## src/rtl/quad_pkg.sv

```systemverilog
// Shared types and helpers for the quadrature step decoder: FSM states,
// start-up settle length and the forward Gray-code successor.
package quad_pkg;

  typedef enum logic {S_INIT, S_RUN} state_t;

  localparam int INIT_CYCLES = 3;

  // Forward rotation 00 -> 01 -> 11 -> 10 -> 00; the backward successor of x
  // is the y for which gray_next(y) == x.
  function automatic logic [1:0] gray_next(input logic [1:0] ab);
    case (ab)
      2'b00:   return 2'b01;
      2'b01:   return 2'b11;
      2'b11:   return 2'b10;
      default: return 2'b00;
    endcase
  endfunction

endpackage

```

## src/rtl/input_debounce.sv

```systemverilog
// One encoder channel: 2-flop synchroniser followed by a stable-count filter.
// While load is high the filter tracks the synced level directly.
module input_debounce #(
  parameter int DEBOUNCE_CYCLES = 4
) (
  input  logic clock,
  input  logic reset,
  input  logic load,
  input  logic din,
  output logic synced,
  output logic filtered
);

  localparam int CW = $clog2(DEBOUNCE_CYCLES + 1);
  localparam logic [CW-1:0] CNT_LAST = CW'(DEBOUNCE_CYCLES - 1);

  logic          sync1;
  logic [CW-1:0] cnt;

  // NOTE: every register in a clocked block uses <= so all flops sample
  // pre-edge values; blocking here would collapse the synchroniser chain.
  always_ff @(posedge clock) begin
    if (reset) begin
      sync1    <= 1'b0;
      synced   <= 1'b0;
      filtered <= 1'b0;
      cnt      <= '0;
    end else begin
      sync1  <= din;
      synced <= sync1;
      if (load) begin
        filtered <= synced;
        cnt      <= '0;
      end else if (synced == filtered) begin
        cnt <= '0;
      end else if (cnt == CNT_LAST) begin
        // This edge is the DEBOUNCE_CYCLES-th consecutive mismatch.
        filtered <= synced;
        cnt      <= '0;
      end else begin
        cnt <= cnt + CW'(1);
      end
    end
  end

endmodule

```

## src/rtl/quad_step_decoder.sv

```systemverilog
// Quadrature A/B decoder: debounced channels feed a Gray-sequence decoder
// that emits a registered step pulse, direction level and illegal flag.
module quad_step_decoder
  import quad_pkg::*;
#(
  parameter int DEBOUNCE_CYCLES = 4
) (
  input  logic clock,
  input  logic reset,
  input  logic enc_a,
  input  logic enc_b,
  output logic step_en,
  output logic step_up,
  output logic illegal,
  output logic err_sticky
);

  localparam logic [1:0] INIT_LAST = 2'(INIT_CYCLES - 1);

  state_t     state, state_nxt;
  logic [1:0] init_cnt;
  logic [1:0] prev_ab;
  logic [1:0] cur_ab;
  logic       sync_a, sync_b, filt_a, filt_b;
  logic       load;
  logic       step_nxt, up_nxt, ill_nxt;

  assign load   = (state == S_INIT);
  assign cur_ab = {filt_a, filt_b};

  input_debounce #(.DEBOUNCE_CYCLES(DEBOUNCE_CYCLES)) u_deb_a (
    .clock(clock), .reset(reset), .load(load), .din(enc_a),
    .synced(sync_a), .filtered(filt_a)
  );

  input_debounce #(.DEBOUNCE_CYCLES(DEBOUNCE_CYCLES)) u_deb_b (
    .clock(clock), .reset(reset), .load(load), .din(enc_b),
    .synced(sync_b), .filtered(filt_b)
  );

  // NOTE: every output of this block gets a default first, so no path
  // through it leaves a signal unassigned and no latch is inferred.
  always_comb begin
    state_nxt = state;
    step_nxt  = 1'b0;
    up_nxt    = step_up;
    ill_nxt   = 1'b0;
    case (state)
      S_INIT: if (init_cnt == INIT_LAST) state_nxt = S_RUN;
      default: begin
        if (cur_ab == gray_next(prev_ab)) begin
          step_nxt = 1'b1;
          up_nxt   = 1'b1;
        end else if (prev_ab == gray_next(cur_ab)) begin
          step_nxt = 1'b1;
          up_nxt   = 1'b0;
        end else if (cur_ab == ~prev_ab) begin
          ill_nxt = 1'b1;
        end
      end
    endcase
  end

  always_ff @(posedge clock) begin
    if (reset) begin
      state      <= S_INIT;
      init_cnt   <= '0;
      prev_ab    <= 2'b00;
      step_en    <= 1'b0;
      step_up    <= 1'b0;
      illegal    <= 1'b0;
      err_sticky <= 1'b0;
    end else begin
      state    <= state_nxt;
      init_cnt <= (load && init_cnt != INIT_LAST) ? init_cnt + 2'd1 : 2'd0;
      // Start-up seeds from the synchroniser so a resting non-00 encoder
      // does not look like a transition when decoding begins.
      prev_ab  <= load ? {sync_a, sync_b} : cur_ab;
      step_en  <= step_nxt;
      illegal  <= ill_nxt;
      if (step_nxt) step_up    <= up_nxt;
      if (ill_nxt)  err_sticky <= 1'b1;
    end
  end

endmodule

```

## config.mk

```make
export PLATFORM = sky130hd
export DESIGN_NAME = quad_step_decoder
export DESIGN_NICKNAME = d
export VERILOG_FILES = /design/src/rtl/quad_pkg.sv /design/src/rtl/input_debounce.sv /design/src/rtl/quad_step_decoder.sv
export SDC_FILE = /design/constraint.sdc
export NUM_CORES = 1
export LEC_CHECK = 0
export ABC_AREA = 0
export BUFFER_PORTS_ARGS = -buffer_cell sky130_fd_sc_hd__buf_2
export CORE_MARGIN = 2
export CORE_UTILIZATION = 50
export CTS_CLUSTER_SIZE = 10
export DETAILED_ROUTE_END_ITERATION = 6
export PLACE_DENSITY = 0.78
export SLEW_MARGIN = 20
export SYNTH_ARGS = -nofsm -noshare
export SYNTH_HDL_FRONTEND = slang
export SYNTH_SLANG_ARGS = --single-unit
```

## constraint.sdc

```tcl
create_clock -name clock -period 1.6 [get_ports clock]
set_input_delay 0 -clock clock [delete_from_list [all_inputs] [get_ports clock]]
set_output_delay 0 -clock clock [all_outputs]
set_load 0.02 [all_outputs]
```

After elaboration in Yosys (flattened, before gate mapping)
Index checks and enable logic that the tools add are counted.
- logic and storage cells: 71
- memories: 0
- register bits: 21
- input port bits: 4
- latch bits: 0
- memory bits (read-only): 0
- RAM bits: 0
- bitwise logic cells: 3
- multiply operators: 0
- equal/unequal tests: 17
- magnitude comparators: 0
- shift-type cells: 0
- reduce and logical (&&, ||, !) cells: 10
- div/mod/pow operators: 0
- mux-type cells: 23
- add/sub/neg operators: 3
- operators with widths (kind ; count):
    1-bit 2-to-1 mux ; 17
    2-bit case mux with 3 select lines ; 2
    2-bit 2-to-1 mux ; 4
    4-bit OR reduction ; 2
    3-bit by 1-bit adder with 3-bit output (second input constant) ; 2
    2-bit equality test ; 3
    2-bit equality test (second input constant) ; 3
    3-bit by 2-bit equality test with 1-bit output (second input constant) ; 2
    2-bit != test (second input constant) ; 3
    2-bit by 1-bit equality test with 1-bit output (second input constant) ; 2
    2-bit zero test ; 2
    2-bit by 1-bit != test with 1-bit output (second input constant) ; 2
    2-bit AND reduction ; 2
    3-bit AND reduction ; 1
    2-bit by 1-bit adder with 2-bit output (second input constant) ; 1
    1-bit equality test ; 2
    1-bit NOT ; 2
    2-bit NOT ; 1
    2-bit nonzero test ; 1
    2-bit OR reduction ; 1
    1-bit logical AND ; 1

Depth between registers and ports, before layout
Gate-level depths: netlist of run 1.
- depth in word-level cells: 11
- depth in mapped cells: 5
- mapped depth without buffers: 5

Hierarchy
A second synthesis of run 1 with hierarchy kept.
- cells, all modules: 74
- area, all modules: 808.3 µm²
- by module, submodules not included (module ; cells each ; area an instance (µm²) ; times used ; seq. area each (µm²)):
    input_debounce ; 19 ; 222.7 ; 2 ; 120.1
    quad_step_decoder ; 36 ; 362.8 ; 1 ; 180.2

Least setup slack after synthesis of run 1
OpenSTA, ideal clock, no wires.
- kind: register to register
- start point: register u_deb_b.cnt[0]
- end point: register u_deb_b.cnt[0]
- setup time: 0.065 ns
- arrival: 1.260 ns
- period minus slack after synthesis: 1.325 ns
- setup slack: 0.275 ns
- buffers on the path: 0
- cell stages (with the launch flop): 6
- required time: 1.535 ns
- path through: dfxtp_1 -> ha_1 -> ha_1 -> nand2b_2 -> or3_1 -> nor2_1
- longest elaborated chain between the ends: 2
- elaborated cells between the ends (all ways): 3
- classes of those cells: add/sub: 1; eq/ne: 1; reduce/logical: 1
- RTL lines (element ; line ; source):
    start, declared ; input_debounce.sv:18 ; logic [CW-1:0] cnt;
    start signal, assigned ; input_debounce.sv:41 ; cnt <= cnt + CW'(1);
    branches (longest 2 deep; another with 3-bit by 1-bit adder with 3-bit output) ; -- ;
Parallel ways; which one is timed is not known.
A chain may end at the register's enable or synchronous reset.

Final worst setup path of run 1
Same ends and word-level chain as after synthesis.

==> results.tsv, run 1 <==
metric	value	unit
leakagePower	0.000377	uW
drtIter0Drc	7	
routabilityCongestion	0.737	
cp_cell_sequence	ha_1 > ha_1 > nand2b_2 > or3_1 > nor2_1	
first_pass_iters	2	
grt_overflow	0	
ys_seq_area_share	52.2	%
dp_cells	97	
place_ws	0.179	ns
dp_hpwl	732	um
finalCriticalPeriod	1.44	ns
n_fill_cell	127	
die_area	1950	um2
cts_tree	yes	
routedWlPerCell	10.1	um
cts-resized-gates	0	
grt_pass1_wl	1.74	mm
power_per_cell_area	1160	nW/um2
track_usage	13.0	%
die_w	44.1	um
synthesis.nets	87	
cts_setup_buffers	0	
start_kind	flip-flop	
synth_top_area_share	52.2	%
ir_drop	778	uV
syn_inst	78	
cts-root-buf	clkbuf_4	
clock-skew-final	0.00804	ns
grt_max_degree	17	
area_delta_synth_final	8.85	%
timing.final.crit_share	90.1	%
fin_cells	103	
cp_max_fo	3	
grt_pass1_vias	446	
drt-total-wl	1.04	mm
io_pins	8	
relSlewSlack	72.8	%
fmax	0.694	GHz
initial_utilization	53.5	%
clkTransAtPathRegs	0.11	ns
fin_setup_tns	0	ns
hp-class	input port to flip-flop	
postRouteAntennaNets	0	
htreeDepth	1	
io_buffers	7	
grt_setup_unrepaired	false	
synth_top_cell_by_area	dfxtp_1	
hold_viol_final	0	
ys_warn_count	0	
cpMostUsedCell	ha_1	
row_count	14	
slowest_stage	or3_1	
syn_area_per_cell	10.3	um2
insertion_delay	0.30	ns
synth_cell_type_count	23	
fin_ws	0.159	ns
vias	506	
diodes	0	
core-area	1510	um2
worstSetupEndpointType	flip-flop	
final_nets	97	
die_h	44.1	um
synth_area_leaders	dfxtp_1 52%, ha_1 7.8%, xnor2_1 5.4%, mux2i_1 5.0%, nor2_1 4.7%	
cp.required	1.84	ns
status	finished clean	
cts_buffer_depth	2	
cap_violations	0	
antenna_found_initial	0	
ys_ff_latch	21	
via_per_inst	4.91	
cp_slowest_stage_delay	0.40	ns
maxSlewViolCount	0	
ctsHoldBuffers	2	
cts.sinks	21	
drc_errors	0	
layout-drive-gt1-share	17.2	%
setup_violations	0	
arrival	1.68	ns
synth.cell_area	806	um2
critical_path_class	flip-flop to flip-flop	
tightest_slew	0.407	ns
cts_made_buffers	3	
## logic make-up (layout without fill, tap and decap cells)
kind of cell	Yosys count	in the layout	share of synthesized area, %
buf+inv	11	20	6.99
simple gates	26	26	17.5
flops	21	21	52.2
xor+xnor	7	7	7.61
mux	4	4	4.97
fa+ha+maj	5	5	7.76
compound gates	4	4	2.95
## state kept, by name, summed over array words and instances (netlist names), 2 cells and up
name,cells
prev_ab,2
init_cnt,2
u_deb_b.cnt,3
u_deb_a.cnt,3
## synth_stat cells
library cell	count
dfxtp_1	21
nor2_1	10
inv_1	7
ha_1	5
xnor2_1	5
mux2i_1	4
nor2b_1	4
nor2_2	3
buf_4	2
nand2b_1	2
nor4_1	2
xor2_1	2
a21o_1	1
a21oi_1	1
buf_6	1
clkbuf_1	1
nand2_1	1
nand2b_2	1
nor3_1	1
o21ai_0	1
o22ai_1	1
or3_1	1
or3_4	1
## stage by stage
stage	total power, uW	hold WS (ns)	utilization [%]	cell area, um2
after floorplan	762	0.0716	-	806
after global placement	776	0.212	55.1	831
after detailed placement	784	0.215	55.1	831
after CTS	1030	0.0284	58.2	877
after global routing	1080	0.0249	58.2	877
final	1020	0.0343	58.2	877
## where the power goes
part	switching (uW)	internal, uW
Clock	149	97.1
Combinational	74.8	79.3
Sequential	47.1	572
## worst max-delay path, delay by kind of cell, from the launching register on
| family | cells | cell delay [ns] |
|---|---|---|
| adder cells (fa/ha/maj) | 2 | 0.37 |
| AND/OR/NAND/NOR | 3 | 0.69 |
| flip-flops | 1 | 0.34 |
## routing by layer
| layer | track usage (%) | vias to the layer above | wire length [um] |
|---|---|---|---|
| met5 | 0 | - | 0 |
| met4 | 12.7 | 0 | 40 |
| met3 | 4.90 | 5 | 41 |
| met2 | 21.2 | 10 | 466 |
| met1 | 12.4 | 228 | 493 |
| li1 | - | 263 | - |
## area by class of cell
cell class | count | area (um2) | share of cell area, %
Sequential cell | 21 | 420 | 47.9
Multi-Input combinational cell | 46 | 329 | 37.5
Timing Repair Buffer | 9 | 55.1 | 6.28
Clock buffer | 4 | 26.3 | 3.00
Inverter | 7 | 26.3 | 3.00
Tap cell | 16 | 20.0 | 2.28
## cells in the final DEF, fill, tap and decap left out, drive strengths merged
cell	count
nor3	1
nand2	1
nor2	13
or3	2
inv	7
o21ai	1
o22ai	1
xnor2	5
dfxtp	21
mux2i	4
clkbuf	4
dlygate4sd3	2
a21o	1
buf	7
nand2b	3
nor4	2
a21oi	1
ha	5
xor2	2
nor2b	4
## final timing paths
| check | start | slack [ns] | endpoint | cells after the start |
|---|---|---|---|---|
| worst max register to register | u_deb_b.cnt[0] | 0.16 | u_deb_b.cnt[0] | 5 |
| worst max-delay path | u_deb_b.cnt[0] | 0.16 | u_deb_b.cnt[0] | 5 |
| worst min register to register | init_cnt[0] | 0.43 | init_cnt[0] | 1 |
| worst min-delay path | reset | 0.03 | u_deb_b.filtered | 2 |
Note: power is estimated with default switching activity, not from simulation.
==> run 2: changes to the inputs <==
- CTS_CLUSTER_DIAMETER: not set -> 30
- REMOVE_ABC_BUFFERS: not set -> 1
==> run 2 against run 1 <==
  * First-iteration DRC count decreased by 71%
  * Clock skew down 0.0034 ns
  * Largest power group unchanged
  * Sequential share of layout area unchanged
  * Core utilization did not move
  * Largest cell class unchanged
  * Cell count is the same
  * Non-clock buffer count stayed put
  * Maximum frequency shrank 1.3%
  * Global-route usage increased by 0.074 points
  * Die area unchanged
==> results.tsv, run 2 (synthesis gave the netlist of run 1 again) <==
metric	value	unit	change
vias	491		-3.0%
drc_errors	0		unchanged
setup_violations	0		unchanged
hold_viol_final	0		unchanged
htreeDepth	1		unchanged
die_h	44.1	um	unchanged
fin_ws	0.140	ns	-0.0194 ns
ir_drop	548	uV	-30%
tightest_slew	0.375	ns	-0.0319 ns
cts-resized-gates	0		unchanged
finalCriticalPeriod	1.46	ns	+0.0194 ns
core-area	1510	um2	unchanged
dp_hpwl	774	um	+5.6%
post-route-util	58.2	%	unchanged
use_met3	2.45	%	-2.4 points
cts_setup_buffers	0		unchanged
grt_setup_unrepaired	false		
p_switching	268	uW	-1.1%
cts.sinks	21		unchanged
io_buffers	7		unchanged
cts-root-buf	clkbuf_4		
swShare	26.4	%	-0.22 points
slowest_stage	or3_1		
cts_made_buffers	3		unchanged
n_fill_cell	141		+11%
routedWlPerCell	10.2	um	+0.48%
arrival	1.70	ns	+0.02 ns
globalRouteMet2Util	19.7	%	-1.5 points
status	finished clean		
io_pins	8		unchanged
row_count	14		unchanged
cp_max_fo	3		unchanged
grt_max_degree	17		unchanged
cts_buffer_depth	2		unchanged
mostFrequentLayoutCell	dfxtp_1		
initial_utilization	53.5	%	unchanged
critical_path_class	flip-flop to flip-flop		
power_per_cell_area	1160	nW/um2	-0.32%
postRouteAntennaNets	0		unchanged
leakagePower	0.000377	uW	unchanged
holdWs	0.0396	ns	+0.00533 ns
routabilityCongestion	0.731		-0.79%
cpMostUsedCell	ha_1		
fin_setup_tns	0	ns	unchanged
cp.required	1.84	ns	about the same
clock_power_share	24.1	%	about the same
area_delta_synth_final	8.85	%	unchanged
diodes	0		unchanged
cp_cell_sequence	ha_1 > ha_1 > nand2b_2 > or3_1 > nor2_1		
comb_power_share	15.1	%	about the same
final_nets	97		unchanged
via_per_inst	4.77		-3.0%
grt_pass1_wl	1.81	mm	+4.4%
first_pass_iters	2		unchanged
p_int	749	uW	about the same
cp_slowest_stage_delay	0.40	ns	about the same
cap_violations	0		unchanged
use_met1	16.2	%	+3.8 points
layout-drive-gt1-share	17.2	%	unchanged
clkTransAtPathRegs	0.11	ns	about the same
grt_overflow	0		unchanged
timing.final.crit_share	91.3	%	+1.2 points
relSlewSlack	75.0	%	+2.1 points
hp-class	input port to flip-flop		
start_kind	flip-flop		
antenna_found_initial	0		unchanged
ctsHoldBuffers	2		unchanged
die_w	44.1	um	unchanged
fmax	0.685	GHz	-1.3%
grt_pass1_vias	465		+4.3%
cts_tree	yes		
power_frac_seq	60.8	%	about the same
die_area	1950	um2	unchanged
track_usage	13.1	%	+0.074 points
drtIter0Drc	2		-5
maxSlewViolCount	0		unchanged
insertion_delay	0.30	ns	about the same
place_ws	0.146	ns	-0.0331 ns
clock-skew-final	0.00468	ns	-0.00336 ns
final_cell_mix	21 x dfxtp_1, 10 x nor2_1, 7 x inv_1, 7 x buf_2		
grt-busiest-layer	met2		
drt-total-wl	1.05	mm	+0.48%
top_regs	u_deb_a.cnt x3, u_deb_b.cnt x3		
worstSetupEndpointType	flip-flop		
[run 2: path summary, 6_finish.rpt]
kind | depth (start not counted) | from | slack, ns | to
hold / removal | 2 | reset | 0.04 | u_deb_b.filtered
setup / recovery | 5 | u_deb_b.cnt[0] | 0.14 | u_deb_b.cnt[0]
setup reg to reg | 5 | u_deb_b.cnt[0] | 0.14 | u_deb_b.cnt[0]
hold reg to reg | 1 | init_cnt[0] | 0.42 | init_cnt[0]
[run 2: critical path: cells and delay by family (launching register included)]
kind	cells	cell delay [ns]
simple gates	3	0.69
fa+ha+maj	2	0.38
flops	1	0.34
[run 2: metrics by stage]
stage / std cells / area (um2) / total power, uW
finish: 103 / 877 / 1020
global route: 103 / 877 / 1080
CTS: 103 / 877 / 1030
detailed placement: 97 / 831 / 783
global placement: 97 / 831 / 776
floorplan: 74 / 776 / 744
[run 2: final cells by class]
cell class                      instances  area [um2]  share of cell area [%]
Sequential cell                        21         420                    47.9
Multi-Input combinational cell         46         329                    37.5
Timing Repair Buffer                    9        55.1                    6.28
Clock buffer                            4        26.3                    3.00
Inverter                                7        26.3                    3.00
Tap cell                               16        20.0                    2.28
[run 2: routing by layer]
metal | up-vias | part of all wire [%]
met2 | 9 | 47
met4 | 0 | 2.0
met3 | 4 | 3.6
met1 | 215 | 47
li1 | 263 | -
met5 | - | 0
[run 2: power by group through the flow]
stage	Clock (uW)	Combinational, uW	Sequential, uW
floorplan	0	112	632
global placement	0	146	630
detailed placement	0	151	632
CTS	252	155	620
global route	272	173	630
finish	245	154	618
